## src/rtl/exc_pkg.sv

```systemverilog
// rtl/exc_pkg.sv - cause codes, exception flag indices and FSM encoding for exc_ctrl
package exc_pkg;

  localparam logic [4:0] EXC_CAUSE_INT  = 5'h00;
  localparam logic [4:0] EXC_CAUSE_ADEL = 5'h04;
  localparam logic [4:0] EXC_CAUSE_ADES = 5'h05;
  localparam logic [4:0] EXC_CAUSE_SYS  = 5'h08;
  localparam logic [4:0] EXC_CAUSE_BP   = 5'h09;
  localparam logic [4:0] EXC_CAUSE_RI   = 5'h0A;
  localparam logic [4:0] EXC_CAUSE_OV   = 5'h0C;
  localparam logic [4:0] EXC_CAUSE_NOP  = 5'h1F;

  localparam int EXC_FLAG_ADEL_IF = 0;
  localparam int EXC_FLAG_RI      = 1;
  localparam int EXC_FLAG_OV      = 2;
  localparam int EXC_FLAG_SYS     = 3;
  localparam int EXC_FLAG_BP      = 4;
  localparam int EXC_FLAG_ADEL_LD = 5;
  localparam int EXC_FLAG_ADES    = 6;
  localparam int EXC_FLAG_ERET    = 7;

  typedef enum logic [1:0] {
    EXC_ST_IDLE     = 2'd0,
    EXC_ST_FLUSH    = 2'd1,
    EXC_ST_REDIRECT = 2'd2
  } exc_state_t;

endpackage

```

## src/rtl/exc_ctrl_if.sv

```systemverilog
// rtl/exc_ctrl_if.sv - MEM-stage, CP0 and fetch-redirect signals of exc_ctrl
interface exc_ctrl_if;

  logic        i_valid;
  logic [31:0] i_pc;
  logic        i_in_delay_slot;
  logic [7:0]  i_exc_flags;
  logic [5:0]  i_int;
  logic [31:0] i_status;
  logic [31:0] i_epc;
  logic        i_fetch_ready;
  logic [4:0]  o_except_cause;
  logic [31:0] o_current_pc;
  logic        o_is_in_delay_slot;
  logic        o_is_eret;
  logic [5:0]  o_int_sync;
  logic        o_flush;
  logic        o_redirect_valid;
  logic [31:0] o_redirect_pc;
  logic        o_busy;

  modport master (
    output i_valid, i_pc, i_in_delay_slot, i_exc_flags, i_int, i_status, i_epc, i_fetch_ready,
    input  o_except_cause, o_current_pc, o_is_in_delay_slot, o_is_eret, o_int_sync,
    input  o_flush, o_redirect_valid, o_redirect_pc, o_busy
  );

  modport slave (
    input  i_valid, i_pc, i_in_delay_slot, i_exc_flags, i_int, i_status, i_epc, i_fetch_ready,
    output o_except_cause, o_current_pc, o_is_in_delay_slot, o_is_eret, o_int_sync,
    output o_flush, o_redirect_valid, o_redirect_pc, o_busy
  );

endinterface

```

## src/rtl/exc_prio_enc.sv

```systemverilog
// rtl/exc_prio_enc.sv - fixed-priority selection of one event from interrupt and exception flags
module exc_prio_enc
  import exc_pkg::*;
(
  input  logic       i_int_pending,
  input  logic [7:0] i_flags,
  output logic       o_hit,
  output logic [4:0] o_cause,
  output logic       o_is_eret
);

  // ERET is a hit with no cause code: CP0 sees only the eret pulse.
  always_comb begin
    o_hit     = 1'b1;
    o_cause   = EXC_CAUSE_NOP;
    o_is_eret = 1'b0;
    if (i_int_pending)                  o_cause = EXC_CAUSE_INT;
    else if (i_flags[EXC_FLAG_ADEL_IF]) o_cause = EXC_CAUSE_ADEL;
    else if (i_flags[EXC_FLAG_RI])      o_cause = EXC_CAUSE_RI;
    else if (i_flags[EXC_FLAG_OV])      o_cause = EXC_CAUSE_OV;
    else if (i_flags[EXC_FLAG_SYS])     o_cause = EXC_CAUSE_SYS;
    else if (i_flags[EXC_FLAG_BP])      o_cause = EXC_CAUSE_BP;
    else if (i_flags[EXC_FLAG_ADEL_LD]) o_cause = EXC_CAUSE_ADEL;
    else if (i_flags[EXC_FLAG_ADES])    o_cause = EXC_CAUSE_ADES;
    else if (i_flags[EXC_FLAG_ERET])    o_is_eret = 1'b1;
    else                                o_hit = 1'b0;
  end

endmodule

```

## src/rtl/exc_ctrl.sv

```systemverilog
// rtl/exc_ctrl.sv - MEM-stage exception/interrupt commit, flush and redirect sequencer
// Optional EXC_INT_SYNC_EN: 2-flop synchroniser on the external interrupt lines.
module exc_ctrl
  import exc_pkg::*;
#(
  parameter logic [31:0] EXC_VECTOR   = 32'hBFC00380,
  parameter int          FLUSH_CYCLES = 2
) (
  input  logic        clk,
  input  logic        resetn,
  exc_ctrl_if.slave   bus
);

  localparam logic [3:0] FLUSH_LOAD = 4'(FLUSH_CYCLES - 1);

  exc_state_t  r_state;
  exc_state_t  w_state_nxt;
  logic [3:0]  r_cnt;
  logic [3:0]  w_cnt_nxt;
  logic [5:0]  w_int_sync;
  logic        w_int_pending;
  logic        w_hit;
  logic [4:0]  w_cause;
  logic        w_is_eret;
  logic        w_take;
  logic        w_flush;
  logic        w_redirect_valid;
  logic [4:0]  r_except_cause;
  logic [31:0] r_current_pc;
  logic        r_is_in_delay_slot;
  logic        r_is_eret;
  logic [31:0] r_redirect_pc;
  logic        w_unused;

`ifdef EXC_INT_SYNC_EN
  logic [5:0] r_int_meta;
  logic [5:0] r_int_sync;

  always_ff @(posedge clk or negedge resetn) begin
    if (!resetn) begin
      r_int_meta <= '0;
      r_int_sync <= '0;
    end else begin
      r_int_meta <= bus.i_int;
      r_int_sync <= r_int_meta;
    end
  end

  assign w_int_sync = r_int_sync;
`else
  assign w_int_sync = bus.i_int;
`endif

  assign w_int_pending = bus.i_status[0] & ~bus.i_status[1]
                       & (|(bus.i_status[15:10] & w_int_sync));
  assign w_unused      = &{1'b0, bus.i_status[31:16], bus.i_status[9:2]};

  exc_prio_enc u_prio_enc (
    .i_int_pending (w_int_pending),
    .i_flags       (bus.i_exc_flags),
    .o_hit         (w_hit),
    .o_cause       (w_cause),
    .o_is_eret     (w_is_eret)
  );

  // Anything raised outside IDLE is dropped; the flushed instruction re-raises it.
  assign w_take = (r_state == EXC_ST_IDLE) & bus.i_valid & w_hit;

  always_ff @(posedge clk or negedge resetn) begin
    if (!resetn) begin
      r_state <= EXC_ST_IDLE;
      r_cnt   <= '0;
    end else begin
      r_state <= w_state_nxt;
      r_cnt   <= w_cnt_nxt;
    end
  end

  always_comb begin
    w_state_nxt      = r_state;
    w_cnt_nxt        = r_cnt;
    w_flush          = 1'b0;
    w_redirect_valid = 1'b0;
    case (r_state)
      EXC_ST_IDLE: begin
        if (w_take) begin
          w_state_nxt = EXC_ST_FLUSH;
          w_cnt_nxt   = FLUSH_LOAD;
        end
      end
      EXC_ST_FLUSH: begin
        w_flush = 1'b1;
        if (r_cnt == 4'd0) w_state_nxt = EXC_ST_REDIRECT;
        else               w_cnt_nxt   = r_cnt - 4'd1;
      end
      EXC_ST_REDIRECT: begin
        w_redirect_valid = 1'b1;
        if (bus.i_fetch_ready) w_state_nxt = EXC_ST_IDLE;
      end
      default: w_state_nxt = EXC_ST_IDLE;
    endcase
  end

  // CP0 commit strobes: one cycle after selection, idle values otherwise.
  always_ff @(posedge clk or negedge resetn) begin
    if (!resetn) begin
      r_except_cause     <= EXC_CAUSE_NOP;
      r_current_pc       <= '0;
      r_is_in_delay_slot <= 1'b0;
      r_is_eret          <= 1'b0;
    end else begin
      r_except_cause     <= (w_take & ~w_is_eret) ? w_cause : EXC_CAUSE_NOP;
      r_current_pc       <= (w_take & ~w_is_eret) ? bus.i_pc : '0;
      r_is_in_delay_slot <= w_take & ~w_is_eret & bus.i_in_delay_slot;
      r_is_eret          <= w_take & w_is_eret;
    end
  end

  always_ff @(posedge clk or negedge resetn) begin
    if (!resetn) begin
      r_redirect_pc <= '0;
    end else if (w_take) begin
      r_redirect_pc <= w_is_eret ? bus.i_epc : EXC_VECTOR;
    end
  end

  assign bus.o_except_cause     = r_except_cause;
  assign bus.o_current_pc       = r_current_pc;
  assign bus.o_is_in_delay_slot = r_is_in_delay_slot;
  assign bus.o_is_eret          = r_is_eret;
  assign bus.o_int_sync         = w_int_sync;
  assign bus.o_flush            = w_flush;
  assign bus.o_redirect_valid   = w_redirect_valid;
  assign bus.o_redirect_pc      = r_redirect_pc;
  assign bus.o_busy             = (r_state != EXC_ST_IDLE);

endmodule

```

## src/flat_wrapper.sv

```systemverilog
// flat-port wrapper written by rule: the top's interface ports become plain ports
module exc_ctrl_flat import exc_pkg::*;
#(
  parameter logic [31:0] EXC_VECTOR   = 32'hBFC00380,
  parameter int          FLUSH_CYCLES = 2
)
  (clk, resetn, bus_i_valid, bus_i_pc, bus_i_in_delay_slot, bus_i_exc_flags, bus_i_int, bus_i_status, bus_i_epc, bus_i_fetch_ready, bus_o_except_cause, bus_o_current_pc, bus_o_is_in_delay_slot, bus_o_is_eret, bus_o_int_sync, bus_o_flush, bus_o_redirect_valid, bus_o_redirect_pc, bus_o_busy);
  exc_ctrl_if bus_i ();
  input  logic clk;
  input  logic resetn;
  input wire logic [$bits(bus_i.i_valid)-1:0] bus_i_valid;
  input wire logic [$bits(bus_i.i_pc)-1:0] bus_i_pc;
  input wire logic [$bits(bus_i.i_in_delay_slot)-1:0] bus_i_in_delay_slot;
  input wire logic [$bits(bus_i.i_exc_flags)-1:0] bus_i_exc_flags;
  input wire logic [$bits(bus_i.i_int)-1:0] bus_i_int;
  input wire logic [$bits(bus_i.i_status)-1:0] bus_i_status;
  input wire logic [$bits(bus_i.i_epc)-1:0] bus_i_epc;
  input wire logic [$bits(bus_i.i_fetch_ready)-1:0] bus_i_fetch_ready;
  output wire logic [$bits(bus_i.o_except_cause)-1:0] bus_o_except_cause;
  output wire logic [$bits(bus_i.o_current_pc)-1:0] bus_o_current_pc;
  output wire logic [$bits(bus_i.o_is_in_delay_slot)-1:0] bus_o_is_in_delay_slot;
  output wire logic [$bits(bus_i.o_is_eret)-1:0] bus_o_is_eret;
  output wire logic [$bits(bus_i.o_int_sync)-1:0] bus_o_int_sync;
  output wire logic [$bits(bus_i.o_flush)-1:0] bus_o_flush;
  output wire logic [$bits(bus_i.o_redirect_valid)-1:0] bus_o_redirect_valid;
  output wire logic [$bits(bus_i.o_redirect_pc)-1:0] bus_o_redirect_pc;
  output wire logic [$bits(bus_i.o_busy)-1:0] bus_o_busy;
  assign bus_i.i_valid = bus_i_valid;
  assign bus_i.i_pc = bus_i_pc;
  assign bus_i.i_in_delay_slot = bus_i_in_delay_slot;
  assign bus_i.i_exc_flags = bus_i_exc_flags;
  assign bus_i.i_int = bus_i_int;
  assign bus_i.i_status = bus_i_status;
  assign bus_i.i_epc = bus_i_epc;
  assign bus_i.i_fetch_ready = bus_i_fetch_ready;
  assign bus_o_except_cause = bus_i.o_except_cause;
  assign bus_o_current_pc = bus_i.o_current_pc;
  assign bus_o_is_in_delay_slot = bus_i.o_is_in_delay_slot;
  assign bus_o_is_eret = bus_i.o_is_eret;
  assign bus_o_int_sync = bus_i.o_int_sync;
  assign bus_o_flush = bus_i.o_flush;
  assign bus_o_redirect_valid = bus_i.o_redirect_valid;
  assign bus_o_redirect_pc = bus_i.o_redirect_pc;
  assign bus_o_busy = bus_i.o_busy;
  exc_ctrl #(.EXC_VECTOR(EXC_VECTOR), .FLUSH_CYCLES(FLUSH_CYCLES)) u_core (.clk(clk), .resetn(resetn), .bus(bus_i));
endmodule
```

## config.mk

```make
export PLATFORM = sky130hd
export DESIGN_NAME = exc_ctrl_flat
export DESIGN_NICKNAME = d
export VERILOG_FILES = /design/src/rtl/exc_pkg.sv /design/src/rtl/exc_ctrl_if.sv /design/src/rtl/exc_prio_enc.sv /design/src/rtl/exc_ctrl.sv /design/src/flat_wrapper.sv
export SDC_FILE = /design/constraint.sdc
export NUM_CORES = 1
export LEC_CHECK = 0
export BUFFER_PORTS_ARGS = -buffer_cell sky130_fd_sc_hd__clkbuf_2
export CORE_MARGIN = 2
export CORE_UTILIZATION = 35
export DETAILED_ROUTE_END_ITERATION = 10
export GPL_ROUTABILITY_DRIVEN = 0
export PLACE_DENSITY = 0.65
export SLEW_MARGIN = 30
export SYNTH_ARGS = -nofsm -noshare
export SYNTH_HDL_FRONTEND = slang
export SYNTH_HIERARCHICAL = 1
export SYNTH_SLANG_ARGS = --single-unit
```

## constraint.sdc

```tcl
create_clock -name clk -period 2.2 [get_ports clk]
set_clock_uncertainty 0.15 [all_clocks]
set_input_delay 0 -clock clk [delete_from_list [all_inputs] [get_ports clk]]
set_output_delay 0 -clock clk [all_outputs]
set_load 0.02 [all_outputs]
```

==> impl_metrics.csv <==
group,metric,value,unit
layout,utilization,0.600,
route,wl_per_cell,13.2,um
timing,max_freq,467,MHz
yosys,synthMuxAreaShare,0.00496,
timing,setup_viol_count_final,0,
power_and_ir_drop,p_seq_frac,0.408,
yosys,synth_compound_gate_area_share,0.0892,
die,dieWidth,97.0,um
layout,syn2layout_area_growth,64.3,%
yosys,synthXorXnorAreaFrac,0.00289,
yosys,synth_top_area_cell,"dfrtp_1",
place,dp_worst_setup_slack,-11.3,ps
setup_path,crit_end,"u_core/r_cnt[1]",
grt,grt_max_degree,55,
yosys,synthFlopType,"dfrtp_1",
route,postRouteAntennaNets,0,
layout,final_common_cell,"clkbuf_2",
yosys,postSynthAreaPerCell,10.7,um2
die,floorplan.initialDensity,0.365,
setup_path,r2r_setup_slack,380,ps
yosys,synthDistinctLibCells,36,
yosys,synthAdderAreaFrac,0.00826,
setup_path,critical_path_required,2260,ps
yosys,synth_top_family_by_area,"simple AND/OR/NAND/NOR gates",
yosys,synth_nets,400,
die,io_pins,195,
clock_network,cts_root_buf,"clkbuf_8",
setup_path,r2r_start,"u_core/r_cnt[0]",
clock_network,h-tree-depth,3,
yosys,yosysWarnings,6,
route,drc_errors,0,
yosys,ys_seq_area_frac,0.638,
layout,register_area,1930,um2
place,port_buffers,170,
power_and_ir_drop,p_switching,1650,uW
power_and_ir_drop,intPower,2990,uW
grt,grt_usage,0.179,
yosys,syn_area,3030,um2
worst_hold_path,holdCritPathClass,"in2reg",
clock_network,cts_buffers,9,
power_and_ir_drop,vdd_drop_max,0.479,mV
timing,setup_slack,58.1,ps
timing,period_minus_slack,2140,ps
place,dp_hpwl,5.60,mm
setup_path,r2r_end,"u_core/r_cnt[1]",
power_and_ir_drop,power_density,932,nW/um2
clock_network,clk_pin_slew,80,ps
layout,final_cell_mix,"clkbuf_2 (169), dfrtp_1 (72), dlygate4sd3_1 (71)",
route,drtIter0Drc,63,
timing,tightest_slew,601,ps
setup_path,critPathMaxFanout,4,
timing,slew_violations,0,
timing,timing.final.hold_violations,0,
power_and_ir_drop,combPwrFrac,0.366,
timing,fin_crit_sh,0.974,
setup_path,crit_path_start,"bus_i_exc_flags[2]",
grt,antenna_found_initial,0,
route,via_per_inst,4.48,
power_and_ir_drop,swShare,0.355,
die,core_area,8300,um2
timing,slew_headroom,0.600,
layout,antenna_cells,0,
die,die_area,9410,um2
yosys,synth_edf_count,0,
grt,grt_pass1_vias,3070,
yosys,synthArstFlopShare,1.00,
yosys,synth.area.top_cells,"dfrtp_1 (59%), and2_1 (6.8%), nand2_1 (6.6%)",
setup_path,path_class,"in2reg",
clock_network,cts_tree,"yes",
power_and_ir_drop,p_leak,0.00258,uW
layout,multi_input_area,978,um2
yosys,synthSimpleGateAreaFrac,0.209,
setup_path,arrival,2200,ps
route,firstDrtPassIters,4,
clock_network,insertion_delay,330,ps
power_and_ir_drop,p_clk_frac,0.226,
die,num_rows,33,
timing,hold_ws,20.2,ps
setup_path,r2r_cells,5,
yosys,synth-seq-cells,77,
route,wl,8.45,mm
layout,drive_above_1_share,0.406,
yosys,syn_inst,283,
worst_hold_path,hold_depth,4,
yosys,yosysTopAreaCellShare,0.595,
grt,grt_pass1_wl,13.8,mm
clock_network,cts.sinks,77,
layout,fill_cells,686,
die,chipHeight,97.0,um
setup_path,cp-end-kind,"flip-flop",
run_status,status,"finished, final reports clean",
run,max-cap-violations,0,
clock_network,clockBufferDepth,2,
layout,nNetsFinal,646,
route,vias,2861,
setup_path,critPathLaunchType,"primary input",
grt,global_route.overflow_total,0,
==> layer usage <==
metal	GRT usage	share of wire	vias to the layer above
met5	0	0	-
met3	0.0643	0.085	20
met4	0.0693	0.020	0
li1	-	-	1400
met2	0.313	0.50	121
met1	0.199	0.39	1320
==> Yosys cell counts, drive strengths merged, types with 2 or more instances <==
library cell and n:
o2bb2ai 3, dfstp 5, nor2 19, or3 7, o21ai 32, or2 2
buf 9, nor3 3, and2 33, ha 2, or4 2, clkbuf 12
inv 10, a22oi 3, nand2 53, dfrtp 72
==> cell families (layout without fill, tap and decap cells) <==
logic type	count (synthesis)	in the layout
AOI/OAI and AO/OA	44	44
xor gates and xnor gates	1	1
adders and majority gates	2	2
buffers and inverters	31	282
DFF	77	77
muxes	1	1
and+or+nand+nor	127	127
==> power groups by stage <==
stage               Clock [uW]  Sequential, uW  Combinational, uW
floorplan                    0            2220                677
global placement             0            1900               1570
detailed placement           0            1920               1590
CTS                       1090            1890               1690
global route              1150            1930               1870
finish                    1050            1890               1700
==> registers in the layout, summed over array words and instances (netlist names) <==
signal	flops
u_core/r_state	2
u_core/r_cnt	4
u_core/bus.o_except_cause	5
u_core/bus.o_is_eret	1
u_core/bus.o_current_pc	32
u_core/bus.o_redirect_pc	32
u_core/bus.o_is_in_delay_slot	1
==> area by class of cell <==
class / instances / area share
timing repair buffer: 256 / 0.341
clock inverter: 4 / 0.0101
clock buffer: 12 / 0.0292
sequential: 77 / 0.388
tap: 105 / 0.0264
inverter: 10 / 0.00830
multi-input combinational: 175 / 0.197
==> through the flow <==
step / power, uW / TNS (ps) / cell area [um2] / std cells
2_1_floorplan: 2900 / 0 / 3030 / 283
3_3_place_gp: 3470 / 0 / 4010 / 546
3_5_place_dp: 3500 / -22.1 / 4010 / 546
4_1_cts: 4670 / 0 / 4910 / 633
5_1_grt: 4950 / -18.9 / 4980 / 639
6_report: 4640 / 0 / 4980 / 639
==> worst min path at each step <==
stage               slack (ps)                from                            to
floorplan                 -450              resetn    u_core/bus.o_current_pc[0]
global placement          -100              resetn    u_core/bus.o_current_pc[2]
detailed placement         -90              resetn    u_core/bus.o_current_pc[2]
CTS                         10  bus_i_exc_flags[7]  u_core/bus.o_except_cause[0]
global route                20  bus_i_exc_flags[7]   u_core/bus.o_redirect_pc[0]
finish                      20  bus_i_exc_flags[0]  u_core/bus.o_except_cause[1]
==> critical path: stages <==
cell and delay, ps:
dlygate4sd3_1 530, clkbuf_2 130, or4_1 530, or3_4 360, nand4bb_4 140, a21boi_4 210
mux2_4 310
==> repair_timing <==
item / CTS / global route
buffers inserted: 0 / 6
hold endpoints to repair: 115 / 0
endpoints found under the setup margin: 0 / 46
hold buffers: 71 / 0
resized for setup: 0 / 5
No activity file was read; power rests on OpenSTA's default activity.
